$ cat src/rtl/ev_operand_arbiter.sv
// Round-robin arbiter sharing the exe_env u32 word store port among NUM_REQ operation units.
// Immediate operands are answered locally; address operands go through one store access.
module ev_operand_arbiter #(
  parameter int NUM_REQ   = 4,
  parameter int ADDR_BITS = 6
) (
  input  logic                               clk,
  input  logic                               reset,
  input  logic [NUM_REQ-1:0]                 req_valid,
  output logic [NUM_REQ-1:0]                 req_ready,
  input  logic [NUM_REQ-1:0]                 req_write,
  input  logic [NUM_REQ*(ADDR_BITS+1)-1:0]   req_operand,
  input  logic [NUM_REQ*32-1:0]              req_wdata,
  output logic [NUM_REQ-1:0]                 resp_valid,
  output logic [31:0]                        resp_data,
  output logic                               resp_err,
  output logic                               busy,
  output logic                               mem_rd_en,
  output logic                               mem_wr_en,
  output logic [ADDR_BITS-1:0]               mem_addr,
  output logic [31:0]                        mem_wdata,
  input  logic [31:0]                        mem_rdata
);

  localparam int OP_W  = ADDR_BITS + 1;
  localparam int PTR_W = (NUM_REQ > 1) ? $clog2(NUM_REQ) : 1;

  typedef enum logic [1:0] {
    IDLE  = 2'd0,
    ISSUE = 2'd1,
    RESP  = 2'd2
  } state_t;

  state_t             state_q;
  state_t             state_next;
  logic [PTR_W-1:0]   ptr_q;
  logic [PTR_W-1:0]   win_q;
  logic               write_q;
  logic [OP_W-1:0]    operand_q;
  logic [31:0]        wdata_q;

  logic               grant_found;
  logic [PTR_W-1:0]   grant_idx;
  logic [PTR_W:0]     cand;
  logic               accept;

  logic               imm_q;
  logic [ADDR_BITS-1:0] value_q;

  assign imm_q   = operand_q[OP_W-1];
  assign value_q = operand_q[ADDR_BITS-1:0];

  // Search starts just after the last winner and wraps, so every requester gets a turn.
  always_comb begin
    grant_found = 1'b0;
    grant_idx   = '0;
    cand        = '0;
    for (int k = 1; k <= NUM_REQ; k++) begin
      cand = {1'b0, ptr_q} + (PTR_W+1)'(k);
      if (cand >= (PTR_W+1)'(NUM_REQ)) begin
        cand = cand - (PTR_W+1)'(NUM_REQ);
      end
      if (!grant_found && req_valid[cand[PTR_W-1:0]]) begin
        grant_found = 1'b1;
        grant_idx   = cand[PTR_W-1:0];
      end
    end
  end

  assign accept = (state_q == IDLE) && grant_found && !reset;

  always_ff @(posedge clk) begin
    if (reset) begin
      state_q <= IDLE;
    end else begin
      state_q <= state_next;
    end
  end

  always_ff @(posedge clk) begin
    if (reset) begin
      ptr_q     <= PTR_W'(NUM_REQ - 1);
      win_q     <= '0;
      write_q   <= 1'b0;
      operand_q <= '0;
      wdata_q   <= '0;
    end else if (accept) begin
      ptr_q     <= grant_idx;
      win_q     <= grant_idx;
      write_q   <= req_write[grant_idx];
      operand_q <= req_operand[grant_idx*OP_W +: OP_W];
      wdata_q   <= req_wdata[grant_idx*32 +: 32];
    end
  end

  // Store and response outputs come only from latched state; req_ready is the sole
  // combinational function of the request inputs.
  always_comb begin
    state_next = state_q;
    req_ready  = '0;
    resp_valid = '0;
    resp_data  = '0;
    resp_err   = 1'b0;
    busy       = 1'b0;
    mem_rd_en  = 1'b0;
    mem_wr_en  = 1'b0;
    mem_addr   = '0;
    mem_wdata  = '0;
    case (state_q)
      IDLE: begin
        if (accept) begin
          req_ready[grant_idx] = 1'b1;
          state_next           = ISSUE;
        end
      end
      ISSUE: begin
        busy = 1'b1;
        if (!imm_q) begin
          mem_addr = value_q;
          if (write_q) begin
            mem_wr_en = 1'b1;
            mem_wdata = wdata_q;
          end else begin
            mem_rd_en = 1'b1;
          end
        end
        state_next = RESP;
      end
      RESP: begin
        busy              = 1'b1;
        resp_valid[win_q] = 1'b1;
        if (write_q) begin
          resp_err = imm_q;
        end else if (imm_q) begin
          resp_data = {{(32-ADDR_BITS){value_q[ADDR_BITS-1]}}, value_q};
        end else begin
          resp_data = mem_rdata;
        end
        state_next = IDLE;
      end
      default: begin
        state_next = IDLE;
      end
    endcase
  end

endmodule

$ cat config.mk
export PLATFORM = sky130hd
export DESIGN_NAME = ev_operand_arbiter
export DESIGN_NICKNAME = d
export VERILOG_FILES = /design/src/rtl/ev_operand_arbiter.sv
export SDC_FILE = /design/constraint.sdc
export NUM_CORES = 1
export LEC_CHECK = 0
export ABC_CLOCK_PERIOD_IN_PS = 2900
export BUFFER_PORTS_ARGS = -buffer_cell sky130_fd_sc_hd__buf_4
export CORE_AREA = 2 2 108 110
export DETAILED_ROUTE_END_ITERATION = 6
export DIE_AREA = 0 0 110 112
export GPL_TIMING_DRIVEN = 0
export HOLD_SLACK_MARGIN = 0.05
export PLACE_DENSITY = 0.72
export SYNTH_ARGS = -nofsm -noshare
export SYNTH_HDL_FRONTEND = slang
export SYNTH_SLANG_ARGS = --single-unit
$ cat constraint.sdc
create_clock -name clk -period 2.9 [get_ports clk]
set_input_delay 0.145 -clock clk [delete_from_list [all_inputs] [get_ports clk]]
set_output_delay 0.145 -clock clk [all_outputs]
set_load 0.02 [all_outputs]
After elaboration in Yosys (flattened, before gate mapping)
Cells that the tools add are included.

Add/subtract/negate cells: 8. $mul: 1. Magnitude comparators: 12. Equality and inequality tests: 3. Shifts and indexed selects: 2. Mux-type cells: 48. Reductions and logical operators: 13.

Operators by type and width (number): $mux 32 (6); $shiftx 128x8->32 (1); $shiftx 28x6->7 (1); $mux 1 (20); $lt 2x3->1 const B (6); $mux 2 (9); $ge 3x3->1 const B (4); $mux 4 (3); $mux 6 (2); $bmux 1 s2 (5); $sub 2x1->2 const B (4); $logic_and 1x1->1 (7); $add 2x2->3 const B (2); $mul 2x3->5 const B (1); $demux 1 s2 (2); $ge 2x1->1 const B (2); $logic_not 1->1 (4); $pmux 2 s2 (1); $add 2x1->3 const B (1); $add 2x3->3 const B (1); $eq 2x1->1 const B (1); $eq 2x2->1 const B (1); $logic_not 2->1 (1); $ne 2x2->1 const B (1); $reduce_or 2->1 (1).

Register bits after elaboration: 46. Input bits: 198. Output and inout bits: 82. Word-level logic and storage cells: 93.

Logic depth before layout (Yosys ltp)
Gate-level depths: netlist of the first run.

Depth in word-level cells: 21. Mapped depth: 8. Gate-level depth less buffers: 7.

Least setup slack after synthesis of the first run
No wires, ideal clock.

Kind: register -> output. Start: register state_q[0]. End: output port req_ready[2]. Data arrival time: 1.669 ns. Data required time: 2.755 ns. Slack: 1.086 ns. Cell stages (with the launch flop): 8. Path buffers: 1. Cell sequence: dfxtp_1 inv_1 ha_1 inv_1 nor2_1 nand2_1 clkbuf_1 nor2_1.

Word-level cells in the longest chain between the ends: 5.

RTL lines: start, declared (line 34) `state_t state_q;`; start signal, assigned (line 76) `state_q <= state_next;`; $logic_not 2->1 (*) (line 70, 109); $logic_and 1x1->1 (2 in a row) (line 70) `assign accept = (state_q == IDLE) && grant_found && !reset;`; $mux 4 (line 111) `if (accept) begin`; $mux 4 (*) (line 109) `case (state_q)`; end, declared (line 10) `output logic [NUM_REQ-1:0] req_ready,`.

Mark *: on every way between the ends. The rest lies on a longest branch, timed or not.

Final worst setup path of the first run
Ends and elaborated chain as after synthesis.

==> results of run 1 <==
placed cells by master (no fill, tap or decap), types with 3 or more instances in the layout:
master	netlist	layout
sky130_fd_sc_hd__o21a_1	3	3
sky130_fd_sc_hd__buf_2	17	17
sky130_fd_sc_hd__o31ai_1	28	28
sky130_fd_sc_hd__buf_4	5	284
sky130_fd_sc_hd__o221ai_1	12	12
sky130_fd_sc_hd__and3_1	35	35
sky130_fd_sc_hd__nand2_1	45	45
sky130_fd_sc_hd__a21o_1	29	29
sky130_fd_sc_hd__ha_1	3	3
sky130_fd_sc_hd__dfxtp_1	46	46
sky130_fd_sc_hd__mux2i_1	58	58
sky130_fd_sc_hd__and2_1	7	7
sky130_fd_sc_hd__inv_1	4	4
sky130_fd_sc_hd__nand4_1	28	28
sky130_fd_sc_hd__buf_6	7	7
sky130_fd_sc_hd__nand2b_1	30	30
sky130_fd_sc_hd__o21ai_0	3	3
sky130_fd_sc_hd__clkbuf_16	0	5
sky130_fd_sc_hd__nor2_1	14	14
sky130_fd_sc_hd__clkbuf_1	25	25
sky130_fd_sc_hd__o211ai_2	28	28
sky130_fd_sc_hd__a21oi_1	30	30
sky130_fd_sc_hd__nor2b_1	4	4
layer usage:
layer,wire length [um],vias to the layer above,part of all wire
li1,-,2322,-
met1,6250,2259,0.36
met2,8950,227,0.52
met3,1530,30,0.089
met4,429,0,0.025
met5,0,-,0
cell type report:
class / instances / area share
Buffer: 54 / 0.0467
Multi-Input combinational cell: 369 / 0.422
Sequential cell: 46 / 0.146
Clock buffer: 6 / 0.0219
Clock inverter: 2 / 0.00198
Inverter: 4 / 0.00237
Timing Repair Buffer: 279 / 0.331
Tap cell: 143 / 0.0283
power by group:
part           leakage, nW  total, mW  internal (mW)  switching, mW
clock network       0.0729      0.598          0.342          0.257
logic                 2.87       1.18          0.565          0.616
registers            0.380      0.804          0.743         0.0608
cells by family (layout without fill, tap and decap cells):
logic type	after synthesis	in the layout	share of synthesized area
DFF	46	46	0.236
adders and majority gates	3	3	0.00962
buffers and inverters	58	345	0.0795
and+or+nand+nor	171	171	0.241
muxes	58	58	0.149
AOI/OAI and AO/OA	137	137	0.285
worst max-delay path, cell delays in order, from the launching register on:
cell	delay, ps
sky130_fd_sc_hd__dfxtp_1	330
sky130_fd_sc_hd__inv_1	90
sky130_fd_sc_hd__ha_1	300
sky130_fd_sc_hd__inv_1	90
sky130_fd_sc_hd__nor2_1	270
sky130_fd_sc_hd__nand2_1	300
sky130_fd_sc_hd__clkbuf_1	370
sky130_fd_sc_hd__nor2_1	220
sky130_fd_sc_hd__buf_4	170
metrics by stage:
stage                     utilization  worst slack [ps]  area [um2]
final                           0.566               334        6330
after global routing            0.566               137        6330
after CTS                       0.566               289        6330
after detailed placement        0.553               613        6180
after global placement          0.553               698        6180
after floorplan                     -              1090        3900
sequential cells by signal, indices dropped and copies added (netlist names):
name,count
state_q,2
operand_q,7
wdata_q,32
write_q,1
ptr_q,2
win_q,2
worst paths after layout:
path,startpoint,endpoint,slack [ps],depth (start not counted)
setup / recovery,state_q[0]$_SDFFE_PP0P_,req_ready[2],330,8
hold / removal,reset,state_q[1]$_SDFFE_PP0P_,70,2
setup reg to reg,state_q[0]$_SDFFE_PP0P_,operand_q[0]$_SDFFE_PP0N_,830,7
hold reg to reg,wdata_q[8]$_SDFFE_PP0N_,wdata_q[8]$_SDFFE_PP0N_,460,2
==> flow_results.org, run 1 <==
** Outcome
- The run finished with clean final reports.

** Route
- The first routing iteration left 207 violations.
- Once detail routing completed, the nets flagged for antenna violations numbered 0.
- Total wire length after detailed routing :: 17200 um
- Detail-routed net length per standard cell :: 19.0 um
- After detailed routing, the number of vias per cell comes to 5.36.
- For this run, the detailed router's first-pass iteration total came to 4.
- After detailed routing, the number of remaining DRC violations is 0.
- For this block, the via count after detailed routing is roughly 4800.

** Place
- Weighted congestion reported at the end of routability-driven placement :: 0.886
- Buffers placed on the I/O ports in this run total 279.
- Once placement completed, the tool counted placed cells totaling about 900.
- Post-detail-place hpwl :: 13800 um

** Timing
- Post-Route Skew :: 3.96 ps
- At the pin with the least slew margin, the transition time is 589 ps.
- Relative max-transition margin :: 0.607
- Based on the critical path, the design can be clocked at up to 390 MHz.
- The routed design could run at a clock period as short as 2570 ps.
- Worst hold margin :: ~69 ps
- Setup repair after global routing left no endpoint under its margin.
- The max-slew violation count is 0.
- Count of final setup violators :: 0
- In the finished design, the share of the clock period the worst path needs comes to 0.885.
- The number of failing hold endpoints at the final stage is 0.
- After routing, the total negative slack on setup checks comes to 0 ps.

** Synth
- Synth Instances :: 473
- The largest total area in the synthesized netlist belongs to sky130_fd_sc_hd__dfxtp_1.
- After synthesis, the mean cell area works out to 8.25 um2.
- Counting every net in the synthesized netlist gives approximately 670.
- After synthesis, the cell types taking the most area are sky130_fd_sc_hd__dfxtp_1 (24%), sky130_fd_sc_hd__mux2i_1 (15%), sky130_fd_sc_hd__o211ai_2 (9.0%).
- Number of storage elements in the synthesis netlist :: 46
- Of the post-synthesis cell area, the dominant cell type holds 0.236.
- For this run, the leading register cell type out of synthesis is sky130_fd_sc_hd__dfxtp_1.
- Most used standard cell by instance count after synthesis :: sky130_fd_sc_hd__mux2i_1
- Yosys mapped the design onto 34 distinct sky130hd cell types.
- Synth cell count leaders :: sky130_fd_sc_hd__mux2i_1 (58), sky130_fd_sc_hd__dfxtp_1 (46), sky130_fd_sc_hd__nand2_1 (45)
- The cell area that synthesis handed to floorplanning was approximately 0.0039 mm2.
- For this run, the register share of the synthesized area comes to 0.236.
- FFs w/ async S/R, synth :: 0
- Yosys mapped a number of flops with a built-in enable equal to 0.
- Yosys printed 0 warnings.

** Clock network
- Counting along the longest clock path gives a buffer depth of 2.
- Clk pin slew, worst setup/hold paths :: 70 ps
- Number of clock sinks :: 46
- After clock tree synthesis, the flow added hold-fix buffers numbering 0.
- Root buffer cell :: sky130_fd_sc_hd__clkbuf_16
- CTS built an H-tree with a depth of 2.
- Clock tree from TritonCTS :: built
- Post-CTS setup buffer count :: 0
- Insertion delay to the later sink of the worst-skew pair :: 290 ps
- The number of clock buffers added by TritonCTS is 5.
- Post_cts resized :: 0

** Setup path
- STA classifies the critical path endpoint as an output pin.
- Maximum fanout along the worst path :: 10
- Worst Path Required :: 2760 ps
- Arrival time reported for the critical path endpoint :: 2420 ps
- Startpoint Class :: flop
- Kind of critical path :: flop to output pin

** Cells and area
- Area of combinational cells with multiple inputs :: 0.00267 mm2
- The finished layout holds between 900 and 1000 standard cells, fillers aside.
- Relative to the synthesized area, the layout overhead comes to 62.1%.
- Layout net count :: 960
- After filler insertion, the fill cell instance count of the layout stands at 1048.
- Number of inserted diodes :: 0
- Layout cell share with drive strength beyond 1 :: 0.458
- Sequential standard cell area :: 921 um2

** Global routing
- In the global route stage, overall resource usage came out at 0.267.
- Number of antenna violations at the first check in global routing :: 0
- The first global-routing pass estimated 25400 um of wire.
- Vias in the first global route :: 5000
- The layer flagged by global routing as most heavily used is met2.
- In the global route stage, met2 resource usage came out at 0.486.
- For this run the aggregate overflow at the end of global routing stands at 0.
- GR Layer Usage met1 :: 0.295
- Met3 track utilization from global routing :: 0.0615
- Largest net degree at the start of global routing :: 15

** Die
- Initial core utilization :: 0.349
- Die Footprint :: 0.0123 mm2
- The floorplan has 39 rows.
- After floorplanning, the core was sized to cover 0.0112 mm2.
- Die width :: 110 um
- Die boundary height :: 112 um
- I/O pin total :: 280

** Power
- IR analysis of the VDD net gives a maximum drop of 0.244 mV.
- The design draws 2.58 mW.
- In this run the static leakage power is ~3.3 nW.
- Power density of the placed cells :: 408 mW/mm2

** Min path
- Min-delay worst type :: input port to flop

** Flow run
- Max-cap violation count :: 0
Note: power is estimated with default switching activity, not from simulation.
==> run 2: changes to the inputs <==
--- a/config.mk
+++ b/config.mk
@@ -12,7 +12,9 @@
 export DIE_AREA = 0 0 110 112
 export GPL_TIMING_DRIVEN = 0
 export HOLD_SLACK_MARGIN = 0.05
+export MAX_ROUTING_LAYER = met4
 export PLACE_DENSITY = 0.72
+export SKIP_LAST_GASP = 1
 export SYNTH_ARGS = -nofsm -noshare
 export SYNTH_HDL_FRONTEND = slang
 export SYNTH_SLANG_ARGS = --single-unit
==> run 2 against run 1 <==
Against the previous run:
- fmax up 1.2%
- count of clock-buffer cells in the layout unchanged
- design area did not move
- clock skew fell by 0.87 ps
==> flow_results.org, run 2 (synthesized netlist as in run 1, its figures left out) <==
** Cells and area
- The largest registers in the layout are wdata_q: 32 flops, operand_q: 7 flops.
- Final Instance Count excl. Fillers :: 903 (unchanged)
- Area of combinational cells with multiple inputs :: 0.00267 mm2 (unchanged)
- The post-route standard cell area excluding fillers came to 0.00633 mm2 (unchanged).
- Number of inserted diodes :: 0 (unchanged)
- Top library cells by usage in the layout, fill and taps aside :: sky130_fd_sc_hd__buf_4 (284), sky130_fd_sc_hd__mux2i_1 (58), sky130_fd_sc_hd__dfxtp_1 (46), sky130_fd_sc_hd__nand2_1 (45), sky130_fd_sc_hd__and3_1 (35)
- The share of post-route cells with drive strength above 1 came to 0.458 (unchanged).
- The number of nets in the final layout came to 960 (unchanged).
- Leading cell type in the layout, fill and taps excluded :: sky130_fd_sc_hd__buf_4
- Final core area utilization :: 0.566 (unchanged)
- Sequential standard cell area :: 921 um2 (unchanged)
- Ranked by flip-flop count, first place goes to wdata_q.
- Layout-stage area growth over the synthesis result :: 62.1% (unchanged)
- The flip-flop count of the largest register, all copies and words added is 32 (unchanged).
- Final-layout fill cell count :: 1048 (unchanged)

** Global routing
- The global routing usage on met2 was 0.486 (about the same).
- GR Layer Usage met1 :: 0.301 (+0.00572)
- Total track usage :: 0.274 (+0.00755)
- Total gr overflow :: 0 (unchanged)
- Number of antenna violations at the first check in global routing :: 0 (unchanged)
- Most used routing layer :: met2
- The wire length of the first global-routing pass was 25300 um (-0.16%).
- Largest net degree at the start of global routing :: 15 (unchanged)
- The number of global-route vias before repair was 5006 (+0.12%).
- The met3 usage was 0.0504 (-0.0111).

** Clock network
- The sink count of the clock tree came to 46 (unchanged).
- Root buffer cell :: sky130_fd_sc_hd__clkbuf_16
- Post-CTS setup buffer count :: 0 (unchanged)
- CTS Hold Bufs :: 0 (unchanged)
- Insertion delay to the later sink of the worst-skew pair :: 290 ps (about the same)
- The H-tree depth is 2 (unchanged).
- The maximum clock insertion buffer count came to 2 (unchanged).
- Post_cts resized :: 0 (unchanged)
- TritonCTS built the clock tree.
- The TritonCTS buffer count was 5 (unchanged).
- The register clock-pin slew on the reported worst setup and hold paths was 70 ps (about the same).

** Die
- The area inside the core boundary came to 0.0112 mm2 (unchanged).
- Die boundary height :: 112 um (unchanged)
- The number of top-level design ports was 280 (unchanged).
- Standard-cell row count :: 39 (unchanged)
- Die Footprint :: 0.0123 mm2 (unchanged)
- Initial core utilization :: 0.349 (unchanged)
- Die width :: 110 um (unchanged)

** Power
- The sum of internal, switching and leakage power was 2.59 mW (about the same).
- The leakage power was 3.32 nW (unchanged).
- Power density of the placed cells :: 409 mW/mm2 (about the same)
- Worst supply voltage drop on vdd :: 0.248 mV (+1.3%)

** Place
- The routability congestion estimate from global placement is 0.901 (+1.7%).
- The number of buffers added on ports came to 279 (unchanged).
- Inst Count DP :: 895 (unchanged)
- The placed wire-length estimate after detailed placement came to 13800 um (unchanged).
- Cell Area, Placed :: 0.00618 mm2 (unchanged)

** Setup path
- The worst register-to-register path ends at operand_q[0]$_SDFFE_PP0N_.
- Maximum fanout along the worst path :: 10 (unchanged)
- CP Capture Point :: req_ready[2]
- The required time of the critical path is 2760 ps (about the same).
- Worst setup EP type :: output pin
- Tracing the worst setup path back leads to its startpoint at state_q[1]$_SDFFE_PP0P_.
- STA classifies the critical path startpoint as a flop.
- In this run the critical register-to-register path is launched from state_q[1]$_SDFFE_PP0P_.
- The arrival time at the worst endpoint was 2390 ps (-30 ps).
- The worst-case reg-to-reg path depth came to 7 (unchanged).
- Kind of critical path :: flop to output pin
- Reg2Reg Setup Slack :: 860 ps (+30 ps)

** Timing
- The highest clock rate is 394 MHz (+1.2%).
- Slew at the pin closest to its max-slew limit :: 586 ps (-3.21 ps)
- Count of final setup violators :: 0 (unchanged)
- Relative max-transition margin :: 0.609 (+0.00214)
- The number of failing hold endpoints at the final stage was 0 (unchanged).
- Setup repair after global routing missed its margin :: false
- Post-layout min period :: 2540 ps (-29.5 ps)
- The final cycle utilization of the critical path was 0.874 (-0.0102).
- Max Slew Vio Count :: 0 (unchanged)
- The clock skew after layout is 3.09 ps (-0.866 ps).
- The total negative slack came to 0 ps (unchanged).

** Route
- The length of the first detailed-routing pass in iterations was 4 (unchanged).
- The routed length per instance was 19.0 um (about the same).
- Total wire length after detailed routing :: 17200 um (about the same)
- The number of nets still failing antenna checks after routing came to 0 (unchanged).
- Vias per cell :: 5.39 (+0.60%)
- Iteration-0 DRC count of the detailed router :: 242 (+17%)
- Remaining DRCs :: 0 (unchanged)
- The via total after detailed routing is 4867 (+0.60%).

** Outcome
- Run status :: completed

** Min path
- The tightest min-delay check is of the input port to flop type.

** Flow run
- The number of maximum-capacitance constraint violations came to 0 (unchanged).
==> run 2: cell counts in the layout (fill, tap and decap cells not counted) <==
Identical to the previous run, type by type.
==> run 2: worst min-delay path by stage <==
stage	startpoint	endpoint	slack, ps	cells past startpoint
after detailed placement	reset	state_q[1]$_SDFFE_PP0P_	370	2
after global placement	reset	state_q[1]$_SDFFE_PP0P_	360	2
after global routing	reset	state_q[1]$_SDFFE_PP0P_	70	2
final	reset	state_q[1]$_SDFFE_PP0P_	70	2
after CTS	reset	state_q[1]$_SDFFE_PP0P_	60	2
after floorplan	reset	state_q[1]$_SDFFE_PP0P_	220	1
==> run 2: per-layer routing <==
layer | vias up | share of wire
met5 | - | 0
met4 | 0 | 0.025
met3 | 30 | 0.083
met2 | 229 | 0.52
met1 | 2279 | 0.37
li1 | 2329 | -
==> run 2: final cells by class <==
type | count | share of cell area
multi-input cells | 369 | 0.422
repair buffers | 279 | 0.331
flip-flops and latches | 46 | 0.146
plain buffers | 54 | 0.0467
well taps | 143 | 0.0283
clock buffers | 6 | 0.0219
inverters | 4 | 0.00237
clock inverters | 2 | 0.00198
==> run 2: stage by stage <==
step | setup WS (ps) | hold slack, ps
2_1_floorplan | 1090 | 217
3_3_place_gp | 698 | 365
3_5_place_dp | 613 | 371
4_1_cts | 289 | 64.8
5_1_grt | 137 | 72.1
6_report | 364 | 69.2
==> run 2: critical path, cell delays in order, from the launching register on <==
cell and delay (ps):
sky130_fd_sc_hd__dfxtp_1 330, sky130_fd_sc_hd__inv_1 90, sky130_fd_sc_hd__ha_1 290, sky130_fd_sc_hd__inv_1 90, sky130_fd_sc_hd__nor2_1 260, sky130_fd_sc_hd__nand2_1 290
sky130_fd_sc_hd__clkbuf_1 360, sky130_fd_sc_hd__nor2_1 210, sky130_fd_sc_hd__buf_4 170
==> run 2: power by group <==
part | leakage [nW] | switching, mW | internal [mW]
Clock | 0.0729 | 0.258 | 0.342
Sequential | 0.380 | 0.0603 | 0.743
Combinational | 2.87 | 0.617 | 0.565
==> run 3: changes to the inputs <==
--- a/config.mk
+++ b/config.mk
@@ -14,6 +14,7 @@
 export HOLD_SLACK_MARGIN = 0.05
 export MAX_ROUTING_LAYER = met4
 export PLACE_DENSITY = 0.72
+export REMOVE_ABC_BUFFERS = 1
 export SKIP_LAST_GASP = 1
 export SYNTH_ARGS = -nofsm -noshare
 export SYNTH_HDL_FRONTEND = slang
==> run 3 against run 2 <==
Against the previous run:
- first-iteration DRC count is 5.0% lower
- routed wire length decreased by 13%
- power down 3.2%
- sequential cell count unchanged
- worst hold slack improved by 5.4 ps
- combinational power shrank 7%
- clock power decreased by 7.5%
- critical path depth did not move
- register-to-register slack worse by 400 ps
- global-route usage decreased by 3.5 points
- die area stayed put
==> flow_results.org, run 3 (synthesized netlist as in run 1, its figures left out) <==
** Power
- Power density of the placed cells :: 404 mW/mm2 (-1.2%)
- Pleak :: 3.23 nW (-2.8%)
- Overall power consumption :: 2.50 mW (-3.2%)
- Worst supply voltage drop on vdd :: 0.226 mV (-8.8%)

** Place
- The area of placed instances is 0.00606 mm2 (-1.9%).
- Post-detail-place hpwl :: 10600 um (-23%)
- The number of buffers added on ports was 279 (unchanged).
- Inst Count DP :: 847 (-5.4%)
- The routability congestion estimate from global placement came to 0.808 (-10%).

** Cells and area
- Largest registers in the final layout :: wdata_q: 32 flops, operand_q: 7 flops
- The post-route standard cell area excluding fillers is 0.00620 mm2 (-2.0%).
- The final non-filler cell total was 855 (-5.3%).
- Relative to the synthesized area, the layout overhead comes to 58.9%.
- In the layout the commonest cells are sky130_fd_sc_hd__buf_4 (280), sky130_fd_sc_hd__mux2i_1 (58), sky130_fd_sc_hd__dfxtp_1 (46), sky130_fd_sc_hd__nand2_1 (43), sky130_fd_sc_hd__and3_1 (35).
- The share of post-route cells with drive strength above 1 was 0.465 (+0.00699).
- The number of nets in the final layout was 913 (-4.9%).
- The antenna diode count was 0 (unchanged).
- Max FFs per register :: 32 (unchanged)
- The final core utilization is 0.555 (-0.0112).
- Reg with most FFs :: wdata_q
- Leading cell type in the layout, fill and taps excluded :: sky130_fd_sc_hd__buf_4

** Timing
- Slew at the pin closest to its max-slew limit :: 1290 ps (+706 ps)
- Final-report hold violation count :: 0 (unchanged)
- The headroom to the max-slew limit was 0.139 (-0.471).
- The clock skew after layout was 4.37 ps (+1.28 ps).
- Post-layout min period :: 2580 ps (+41.1 ps)
- Setup repair after global routing left no endpoint under its margin.
- The highest clock rate is 388 MHz (-1.6%).
- The final cycle utilization of the critical path was 0.889 (+0.0142).
- Count of final setup violators :: 0 (unchanged)
- Max Slew Vio Count :: 0 (unchanged)

** Route
- Antenna-violating nets left :: 0 (unchanged)
- The final wirelength was 15000 um (-13%).
- The via total after detailed routing was 4638 (-4.7%).
- Remaining DRCs :: 0 (unchanged)
- Detail-routed net length per standard cell :: 17.5 um (-7.8%)
- The DRC violation total after the first TritonRoute iteration is 230 (-5.0%).
- The length of the first detailed-routing pass in iterations came to 4 (unchanged).
- The vias per cell was 5.42 (+0.64%).

** Die
- I/O pin total :: 280 (unchanged)
- The starting utilization of the core area came to 0.349 (unchanged).
- Die boundary height :: 112 um (unchanged)
- The overall die area is 0.0123 mm2 (unchanged).
- The area inside the core boundary was 0.0112 mm2 (unchanged).
- The x dimension of the die was 110 um (unchanged).
- The cell row count is 39 (unchanged).

** Global routing
- Total track usage :: 0.239 (-0.0350)
- The met3 usage is 0.0521 (+0.00176).
- GR met2 Demand/Resource :: 0.428 (-0.0581)
- GR Layer Usage met1 :: 0.261 (-0.0392)
- Total gr overflow :: 0 (unchanged)
- Largest net degree at the start of global routing :: 44 (+29)
- The number of antenna violations at the first check in global routing is 0 (unchanged).
- The number of global-route vias before repair came to 4459 (-11%).
- Wire length of the first global-routing pass :: 22500 um (-11%)
- The layer flagged by global routing as most heavily used is met2.

** Setup path
- Worst setup EP type :: output pin
- Cells along the critical path :: inv_1 > ha_1 > inv_1 > nor2_1 > nand2_2 > buf_12 > nor2_1 > buf_4
- Kind of critical path :: flop to output pin
- Cell at the slowest stage of the critical path :: sky130_fd_sc_hd__nand2_2
- Startpoint Class :: flop
- The required time of the critical path came to 2760 ps (about the same).
- Arrival time reported for the critical path endpoint :: 2430 ps (+40 ps)
- The highest cell delay on the worst timing path is 460 ps (+100 ps).
- Maximum fanout along the worst path :: 25 (+15)

** Clock network
- The H-tree depth is 2 (unchanged).
- Number of clock sinks :: 46 (unchanged)
- Clock tree from TritonCTS :: built
- Root buffer cell :: sky130_fd_sc_hd__clkbuf_16
- The maximum clock insertion buffer count came to 2 (unchanged).
- The TritonCTS buffer count came to 5 (unchanged).
- The insertion delay of the later-clocked pin in the worst-skew pair came to 280 ps (about the same).
- Clk pin slew, worst setup/hold paths :: 60 ps (about the same)

** Flow run
- The number of maximum-capacitance constraint violations came to 0 (unchanged).

** Outcome
- Run status :: completed

** Min path
- Min-delay worst type :: input port to flop
==> run 3: changes by cell type in the layout (fill, tap and decap cells not counted), sizes merged <==
cell,change
buf,-22
clkbuf,-24
clkinv,-1
clkinvlp,-1
==> run 3: final cells by class <==
type                    count  area (um2)
multi-input cells         369        2720
repair buffers            286        2230
fillers                  1037        4970
clock buffers               7         133
inverters                   4        15.0
flip-flops and latches     46         921
well taps                 143         179
==> run 3: path summary, 6_finish.rpt <==
check	endpoint	start	cells after the start	slack [ps]
setup / recovery	req_ready[2]	state_q[0]$_SDFFE_PP0P_	8	320
hold / removal	state_q[1]$_SDFFE_PP0P_	reset	2	70
setup reg to reg	wdata_q[25]$_SDFFE_PP0N_	ptr_q[0]$_SDFFE_PP1N_	8	460
hold reg to reg	wdata_q[24]$_SDFFE_PP0N_	wdata_q[24]$_SDFFE_PP0N_	2	450
==> run 3: power by group <==
part / internal [mW] / switching [mW] / total [mW]
Combinational: 0.559 / 0.540 / 1.10
Clock: 0.316 / 0.239 / 0.555
Sequential: 0.744 / 0.105 / 0.849
Total: 1.62 / 0.885 / 2.50
==> run 3: metrics by stage <==
| step | setup TNS (ps) | worst slack, ps | hold slack, ps |
|---|---|---|---|
| 6_report | 0 | 323 | 74.6 |
| 5_1_grt | 0 | 144 | 84.1 |
| 4_1_cts | 0 | 8.35 | 58.1 |
| 3_5_place_dp | -6070 | -355 | 365 |
| 3_3_place_gp | -161160 | -3390 | 363 |
| 2_1_floorplan | -73670 | -1740 | 217 |
==> run 3: worst max-delay path: cells and delay by family (launching register included) <==
family                   cells  cell delay [ps]
flip-flops                   1              330
adder cells (fa/ha/maj)      1              280
buffers and inverters        4              670
AND/OR/NAND/NOR              3              850
==> run 3: per-layer routing <==
metal	vias to the layer above	wire, um
met5	-	0
met4	0	164
met3	12	1320
met2	211	7830
met1	2189	5670
li1	2226	-
==> run 3: repair_timing <==
item | in CTS | in global routing
gates cloned | 0 | 0
hold buffers | 0 | 0
setup buffers | 1 | 0
setup endpoints to repair | 27 | 16
pin swaps | 1 | 0
gates resized for setup | 2 | 1
